`src/rtl/midi_note_sender.sv`:
```
// midi_note_sender
//   Transmit side of the note path. A 5-slot note snapshot is diffed against
//   the previously accepted set. The block sends note-off messages for notes
//   that were dropped, then note-on messages for notes that were added, as a
//   byte stream on a valid/ready sink such as a UART TX.
//
// Ports
//   clk_camera_in        system clock
//   rst_in               synchronous reset, active low
//   notes_in             snapshot, slot 4..0, 8 bits each (bit 7 ignored, 0 = empty)
//   snapshot_valid_in    snapshot offered
//   snapshot_ready_out   high in IDLE; snapshot accepted on valid && ready
//   flush_in             in IDLE without a snapshot: release every held note
//   byte_out             MIDI byte to sink
//   byte_valid_out       byte_out valid
//   byte_ready_in        sink accepts byte_out
//   busy_out             high in every state except IDLE
//
// state  | meaning
// -------+---------------------------------------------------------------
// IDLE   | waiting for a snapshot or a flush request
// SCAN   | diff pending set against held set, latch the off/on masks
// STATUS | present the status byte of the current event
// NOTE   | present the note byte of the current event
// VEL    | present the velocity byte, then retire the event
module midi_note_sender #(
   parameter logic [3:0] CHANNEL  = 4'd0,
   parameter logic [6:0] VELOCITY = 7'd100
) (
   input  logic            clk_camera_in,
   input  logic            rst_in,
   input  logic [4:0][7:0] notes_in,
   input  logic            snapshot_valid_in,
   output logic            snapshot_ready_out,
   input  logic            flush_in,
   output logic [7:0]      byte_out,
   output logic            byte_valid_out,
   input  logic            byte_ready_in,
   output logic            busy_out
);

   typedef enum logic [2:0] {IDLE, SCAN, STATUS, NOTE, VEL} state_t;

   state_t          state, state_nxt;
   logic [4:0][6:0] held;
   logic [4:0][6:0] pend;
   logic [4:0]      off_mask, on_mask;
   logic [4:0]      off_scan, on_scan;
   logic            sel_off;
   logic [2:0]      idx;
   logic [4:0]      evt_bit;
   logic [6:0]      evt_note;
   logic            events_left;

   // Bit 7 of each slot carries no information for the note path.
   logic [4:0] unused_msb;
   assign unused_msb = {notes_in[4][7], notes_in[3][7], notes_in[2][7],
                        notes_in[1][7], notes_in[0][7]};

   // A slot only raises an event if no higher slot holds the same note, so
   // duplicate notes inside one set produce a single message.
   always_comb begin
      off_scan = '0;
      on_scan  = '0;
      for (int i = 0; i < 5; i++) begin
         off_scan[i] = (held[i] != 7'd0);
         on_scan[i]  = (pend[i] != 7'd0);
         for (int j = 0; j < 5; j++) begin
            if (pend[j] == held[i]) off_scan[i] = 1'b0;
            if (held[j] == pend[i]) on_scan[i]  = 1'b0;
            if (j > i && held[j] == held[i]) off_scan[i] = 1'b0;
            if (j > i && pend[j] == pend[i]) on_scan[i]  = 1'b0;
         end
      end
   end

   // Current event: every note-off is sent before any note-on. Within each
   // group the highest slot is sent first. The masks change only when VEL
   // retires an event, so the selection is stable for all three bytes.
   always_comb begin
      logic [4:0] active;
      sel_off = |off_mask;
      active  = sel_off ? off_mask : on_mask;
      idx     = 3'd0;
      for (int i = 0; i < 5; i++) begin
         if (active[i]) idx = 3'(i);
      end
      evt_bit      = '0;
      evt_bit[idx] = 1'b1;
      evt_note     = sel_off ? held[idx] : pend[idx];
      if (sel_off) events_left = |(off_mask & ~evt_bit) || |on_mask;
      else         events_left = |(on_mask & ~evt_bit);
   end

   always_comb begin
      state_nxt          = state;
      byte_out           = 8'h00;
      byte_valid_out     = 1'b0;
      snapshot_ready_out = 1'b0;
      busy_out           = 1'b1;
      case (state)
         IDLE: begin
            busy_out           = 1'b0;
            snapshot_ready_out = 1'b1;
            if (snapshot_valid_in || flush_in) state_nxt = SCAN;
         end
         SCAN: begin
            if (off_scan == 5'd0 && on_scan == 5'd0) state_nxt = IDLE;
            else                                     state_nxt = STATUS;
         end
         STATUS: begin
            byte_valid_out = 1'b1;
            byte_out       = {(sel_off ? 4'h8 : 4'h9), CHANNEL};
            if (byte_ready_in) state_nxt = NOTE;
         end
         NOTE: begin
            byte_valid_out = 1'b1;
            byte_out       = {1'b0, evt_note};
            if (byte_ready_in) state_nxt = VEL;
         end
         VEL: begin
            byte_valid_out = 1'b1;
            byte_out       = sel_off ? 8'h00 : {1'b0, VELOCITY};
            if (byte_ready_in) state_nxt = events_left ? STATUS : IDLE;
         end
         default: state_nxt = IDLE;
      endcase
   end

   always_ff @(posedge clk_camera_in) begin
      if (!rst_in) begin
         state    <= IDLE;
         held     <= '0;
         pend     <= '0;
         off_mask <= '0;
         on_mask  <= '0;
      end else begin
         state <= state_nxt;
         case (state)
            IDLE: begin
               if (snapshot_valid_in) begin
                  for (int i = 0; i < 5; i++) pend[i] <= notes_in[i][6:0];
               end else if (flush_in) begin
                  pend <= '0;
               end
            end
            SCAN: begin
               off_mask <= off_scan;
               on_mask  <= on_scan;
               if (off_scan == 5'd0 && on_scan == 5'd0) held <= pend;
            end
            VEL: begin
               if (byte_ready_in) begin
                  if (sel_off) off_mask <= off_mask & ~evt_bit;
                  else         on_mask  <= on_mask & ~evt_bit;
                  if (!events_left) held <= pend;
               end
            end
            default: ;
         endcase
      end
   end

endmodule

```
`config.mk`:
```
export PLATFORM = sky130hd
export DESIGN_NAME = midi_note_sender
export DESIGN_NICKNAME = d
export VERILOG_FILES = /design/src/rtl/midi_note_sender.sv
export SDC_FILE = /design/constraint.sdc
export NUM_CORES = 1
export LEC_CHECK = 0
export ABC_AREA = 0
export CORE_ASPECT_RATIO = 0.9
export CORE_MARGIN = 1.5
export CORE_UTILIZATION = 35
export DETAILED_ROUTE_END_ITERATION = 8
export PLACE_DENSITY = 0.49
export SLEW_MARGIN = 20
export SYNTH_ARGS = -nofsm -noshare
export SYNTH_HDL_FRONTEND = slang
export SYNTH_SLANG_ARGS = --single-unit
export TNS_END_PERCENT = 50
```
`constraint.sdc`:
```
create_clock -name clk_camera_in -period 4.6 [get_ports clk_camera_in]
set_clock_uncertainty 0.2 [all_clocks]
set_input_delay 0.69 -clock clk_camera_in [delete_from_list [all_inputs] [get_ports clk_camera_in]]
set_output_delay 0.69 -clock clk_camera_in [all_outputs]
set_load 0.05 [all_outputs]
```
; Word-level counts from Yosys, hierarchy flattened
; Cells that the tools add are included.
[totals]
latchBits = 0
ram_bits = 0
output_inout_bits = 11
mem_bits_ro = 0
reg_bits = 83
n_memories = 0
[classes]
eq_ne = 82
n_addsub = 0
reduce_logical = 29
bitwise = 3
div = 0
multipliers = 0
magnitude_cmp = 2
mux = 108
shifts = 0
[ops]
columns = operator, count
row1 = $eq 7x7->1, 70
row2 = $mux 35, 5
row3 = $mux 1, 77
row4 = $pmux 35 s2, 1
row5 = $reduce_bool 7->1, 10
row6 = $bmux 7 s3, 2
row7 = $mux 7, 4
row8 = $mux 5, 5
row9 = $pmux 8 s3, 1
row10 = $mux 3, 7
row11 = $pmux 5 s2, 2
row12 = $reduce_or 5->1, 4
row13 = $ne 2x2->1 const B, 8
row14 = $pmux 3 s5, 1
row15 = $and 5x5->5, 2
row16 = $logic_not 5->1, 2
row17 = $reduce_and 4->1, 2
row18 = $eq 3x2->1 const B, 2
row19 = $reduce_and 3->1, 2
row20 = $not 5->5, 1
row21 = $lt 3x4->1 const B, 1
row22 = $mux 2, 2
row23 = $reduce_bool 2->1, 2
row24 = $demux 1 s3, 1
row25 = other kinds (8), 10

; Longest topological paths before layout
[depth]
ltp_word = 18
ltp_mapped = 12
mapped_depth_nobuf = 8

; Least setup slack after synthesis
; No wires, ideal clock.
[synth_timing]
path_type = register to output
start = reg off_mask[0]
end = out byte_out[5]
stages_incl_launch_ff = 11
arrival_ns = 3.090
t_required_ns = 3.710
setup_slack_ns = 0.620
cell_sequence = dfxtp_1 > clkbuf_1 > nor3_1 > a31oi_1 > o21ai_1 > and2_1 > buf_2 > nand2_1 > a31oi_1 > a211oi_1 > a211oi_1
[synth_between]
elab_chain_len = 10
word_cells_on_any_way = 13
cone_classes = mux (12) / reduce/logical (1)
[synth_lines]
columns = element, line_no
row1 = start: declaration, 47  ; logic [4:0] off_mask, on_mask;
row2 = start signal: assignment, 148  ; off_mask <= off_scan;
row3 = start signal: assignment, 154  ; if (sel_off) off_mask <= off_mask & ~evt_bit;
row4 = $reduce_or 5->1 *, 82  ; sel_off = |off_mask;
row5 = $mux 5, 83  ; active = sel_off ? off_mask : on_mask;
row6 = $mux 1, 86  ; if (active[i]) idx = 3'(i);
row7 = $mux 3 (3 in series), 86
row8 = $bmux 7 s3, 90  ; evt_note = sel_off ? held[idx] : pend[idx];
row9 = $mux 7 (not written as such), 90
row10 = $mux 7, 90
row11 = $pmux 8 s3 *, 101  ; case (state)
row12 = end: declaration, 36  ; output logic [7:0] byte_out,
; Every way passes the cells marked *; elsewhere a longest branch is shown, timed or not. The select of a mux whose other input is x is not followed.

; Final worst setup path
[layout_timing]
start = reg off_mask[1]
end = out byte_out[3]
[layout_between]
elab_chain_len = 10
word_cells_on_any_way = 12
cone_classes = mux (11) / reduce/logical (1)
[layout_lines]
columns = element, line_no
row1 = $reduce_or 5->1, 82
row2 = $mux 5, 83
row3 = $mux 1, 86
row4 = $mux 3 (3 in series), 86
row5 = $bmux 7 s3, 90
row6 = $mux 7 (not written as such), 90
row7 = $mux 7 *, 90
row8 = $pmux 8 s3 *, 101
; Marks and branches as above.

==> summary.txt <==
Placement
  – Port Buffer Count: 50
  – Post-DP HPWL: ~21000 um
  – Routability congestion estimate from global placement: around 0.94

Logic synthesis
  – Total of warnings raised by yosys: 0
  – Portion of synthesized cell area occupied by the leading cell type: 20.1%
  – Total of flip-flops plus latches after synthesis: 83
  – Cells after synthesis: between 1000 and 1500
  – Leading cell types by total area after synthesis: sky130_fd_sc_hd__dfxtp_1 (20%), sky130_fd_sc_hd__xnor2_1 (19%), sky130_fd_sc_hd__xor2_1 (15%)
  – Number of enable flip-flop cells after synthesis: 0
  – Async set-reset flop share out of synthesis: 0%
  – Count of cell types in the netlist: 55
  – Most instantiated flip-flop cell in the synthesis netlist: sky130_fd_sc_hd__dfxtp_1
  – Most instantiated cells after synthesis: sky130_fd_sc_hd__xnor2_1 (176), sky130_fd_sc_hd__xor2_1 (140), sky130_fd_sc_hd__nand2_1 (127)
  – Most frequent cell after synthesis: sky130_fd_sc_hd__xnor2_1
  – Post-synthesis net count: approximately 1100
  – Post-synth design cell area: approximately 8300 um^2
  – Average size of a mapped cell: 7.87 um^2
  – Sequential area share after synthesis: 20.1%
  – Library cell occupying the most area in the post-synthesis netlist: sky130_fd_sc_hd__dfxtp_1

Routing
  – Final wirelength: about 31000 um
  – Drt via density: 5.75
  – Total number of vias: a little under 8000
  – Residual DRC count: 0
  – Detailed Routing Iterations Pass 1: 8
  – Initial drt markers: between 700 and 800
  – Mean routed wirelength per cell: around 23 um
  – Number of nets still failing antenna checks after routing: 0

CTS
  – Hold bufs inserted after CTS: 0
  – Total clock buffers created by CTS: 9
  – CTS clk-pin slew, worst paths: 70 ps
  – Post_cts resized: 0
  – Count of buffers added by post-CTS timing repair for setup: 0
  – CTS tree: built
  – Number of sinks driven by the clock tree: 83
  – Maximum clock path buffer count: 2
  – Insertion delay to the later sink of the worst-skew pair: roughly 370 ps
  – Clock root buffer master: sky130_fd_sc_hd__clkbuf_16
  – CTS H-tree depth: 3

Floorplan
  – Placeable core region: between 20000 and 25000 um^2
  – Die footprint: approximately 25000 um^2
  – I/O pin total: between 50 and 60
  – Rows: 53
  – Initial core utilization: 35.5%
  – Chip width: ~160 um
  – Die Span Y: roughly 150 um

Layout
  – Area of the multi-input gates: just under 6000 um^2
  – Flip-flop and latch area: between 1500 and 2000 um^2
  – Syn-to-layout area delta: 12.6%
  – Share of final-layout standard cells stronger than drive strength 1: under 10%
  – Fillers: between 2000 and 2500
  – Final layout net count: ~1100
  – Diodes inserted: 0

Setup path
  – Required time worst endpoint: around 3700 ps
  – Worst setup EP type: primary output
  – Crit path kind: register to primary output
  – Critical path peak fanout: 13
  – Worst Path Arrival: about 3600 ps
  – Nature of the critical path startpoint: register

Global route
  – Number of antenna violations at the first check in global routing: 0
  – Maximum number of pins on one net before global-route repair: between 100 and 150
  – Vias in the first global route: 7260
  – GR Overflow Total: 0
  – Wire length of the first global-routing pass: approximately 47000 um
  – Overall track demand over capacity in global routing: roughly 26%

STA
  – Post-route clock period utilization: 96.8%
  – Total negative slack for setup checks: 0 ps
  – Count of pins over their slew limit: 0
  – Remaining max-slew budget at the tightest pin: 24.9%
  – Final setup fails: 0
  – Timing-limited maximum frequency: between 200 and 250 MHz
  – RSZ-0062 raised after global routing: no
  – Slew at the pin closest to its max-slew limit: between 1000 and 1500 ps
  – Final-report hold violation count: 0
  – Hold WS: ~340 ps
  – Shortest clock period the worst path allows after layout: about 4500 ps

Power and ir drop
  – Power share of the clock group: about a quarter
  – Sequential share of power: roughly 31%
  – Fraction of power spent switching nets: 43.4%
  – Net Switching: ~1.5 mW
  – Power per standard cell area: about 360 nW/um^2
  – Worst vdd ir: 0.184 mV
  – Internal power: about 1.9 mW
  – Combinational Power Share: 44.7%
  – Leakage power: roughly 3.7 nW

Outcome
  – Status: finished clean

Hold path
  – Worst Hold Class: register to register

Run
  – Max Cap Violations: 0
## cells by family after synthesis
group | after synthesis | share of synthesized area (%)
XOR/XNOR | 316 | 33.5
AND/OR/NAND/NOR | 348 | 21.9
multiplexers | 36 | 4.37
AO/OA/AOI/OAI | 141 | 12.1
buffers and inverters | 124 | 7.94
flip-flops | 83 | 20.1
## through the flow
step | util, % | cell area [um^2] | instances | power (mW) | worst slack (ps)
after CTS | 39.9 | 9290 | 1352 | 3.34 | 270
after detailed placement | 38.5 | 8970 | 1336 | 2.53 | 683
after global routing | 39.9 | 9290 | 1352 | 3.53 | 72.6
after floorplan | - | 8250 | 1048 | 2.09 | 620
final | 39.9 | 9290 | 1352 | 3.34 | 149
after global placement | 38.5 | 8970 | 1336 | 2.51 | 666
## path summary, 6_finish.rpt
kind              cells past startpoint  slack, ps          end         from
hold reg to reg                       2        340     held[22]     held[22]
hold / removal                        2        340     held[22]     held[22]
setup / recovery                     10        150  byte_out[3]  off_mask[1]
setup reg to reg                      9        960     held[19]     pend[20]
## metal layers
layer | wire (um) | GRT usage, %
met5 | 0 | 0
met1 | 14100 | 36.3
met2 | 13500 | 39.3
met4 | 1160 | 10.5
met3 | 2220 | 4.18
## power groups by stage
stage	clock (mW)	sequential, mW	combinational (mW)
after floorplan	0	0.847	1.24
after global placement	0	1.05	1.46
after detailed placement	0	1.05	1.47
after CTS	0.829	1.03	1.48
after global routing	0.851	1.05	1.63
final	0.804	1.04	1.49
## placed cells by master, fill, tap and decap left out, types with 12 or more instances in the layout
master and instances:
sky130_fd_sc_hd__nor4_1 55, sky130_fd_sc_hd__nand2_1 127, sky130_fd_sc_hd__nand4_1 50, sky130_fd_sc_hd__dfxtp_1 83
sky130_fd_sc_hd__clkdlybuf4s50_1 42, sky130_fd_sc_hd__nor2_1 16, sky130_fd_sc_hd__o21ai_0 21, sky130_fd_sc_hd__a22oi_1 35
sky130_fd_sc_hd__nor2b_1 37, sky130_fd_sc_hd__nor3_1 20, sky130_fd_sc_hd__mux2i_1 36, sky130_fd_sc_hd__buf_4 51
sky130_fd_sc_hd__a211oi_1 12, sky130_fd_sc_hd__nand3_1 13, sky130_fd_sc_hd__o221ai_1 15, sky130_fd_sc_hd__xnor2_1 176
sky130_fd_sc_hd__a31oi_1 15, sky130_fd_sc_hd__xor2_1 140
## area by class of cell
cell class / instances / share of cell area [%]
repair buffers: 101 / 10.3
inverters: 9 / 0.364
clock inverters: 7 / 0.943
clock buffers: 9 / 2.42
multi-input cells: 841 / 64.0
flip-flops and latches: 83 / 17.9
well taps: 302 / 4.07
## worst max-delay path: stages, from the launching register on
cell	delay [ps]
sky130_fd_sc_hd__dfxtp_1	430
sky130_fd_sc_hd__nor3_1	500
sky130_fd_sc_hd__a31oi_1	170
sky130_fd_sc_hd__buf_4	210
sky130_fd_sc_hd__o21ai_1	200
sky130_fd_sc_hd__and2_1	460
sky130_fd_sc_hd__nand2_1	110
sky130_fd_sc_hd__a31oi_1	240
sky130_fd_sc_hd__a211oi_1	70
sky130_fd_sc_hd__nor3_1	580
sky130_fd_sc_hd__buf_12	220
## flip-flops by register name, summed over array words and instances (netlist names)
| register | flops |
|---|---|
| state | 3 |
| pend | 35 |
| held | 35 |
| on_mask | 5 |
| off_mask | 5 |
(Power assumes the default switching activity.)
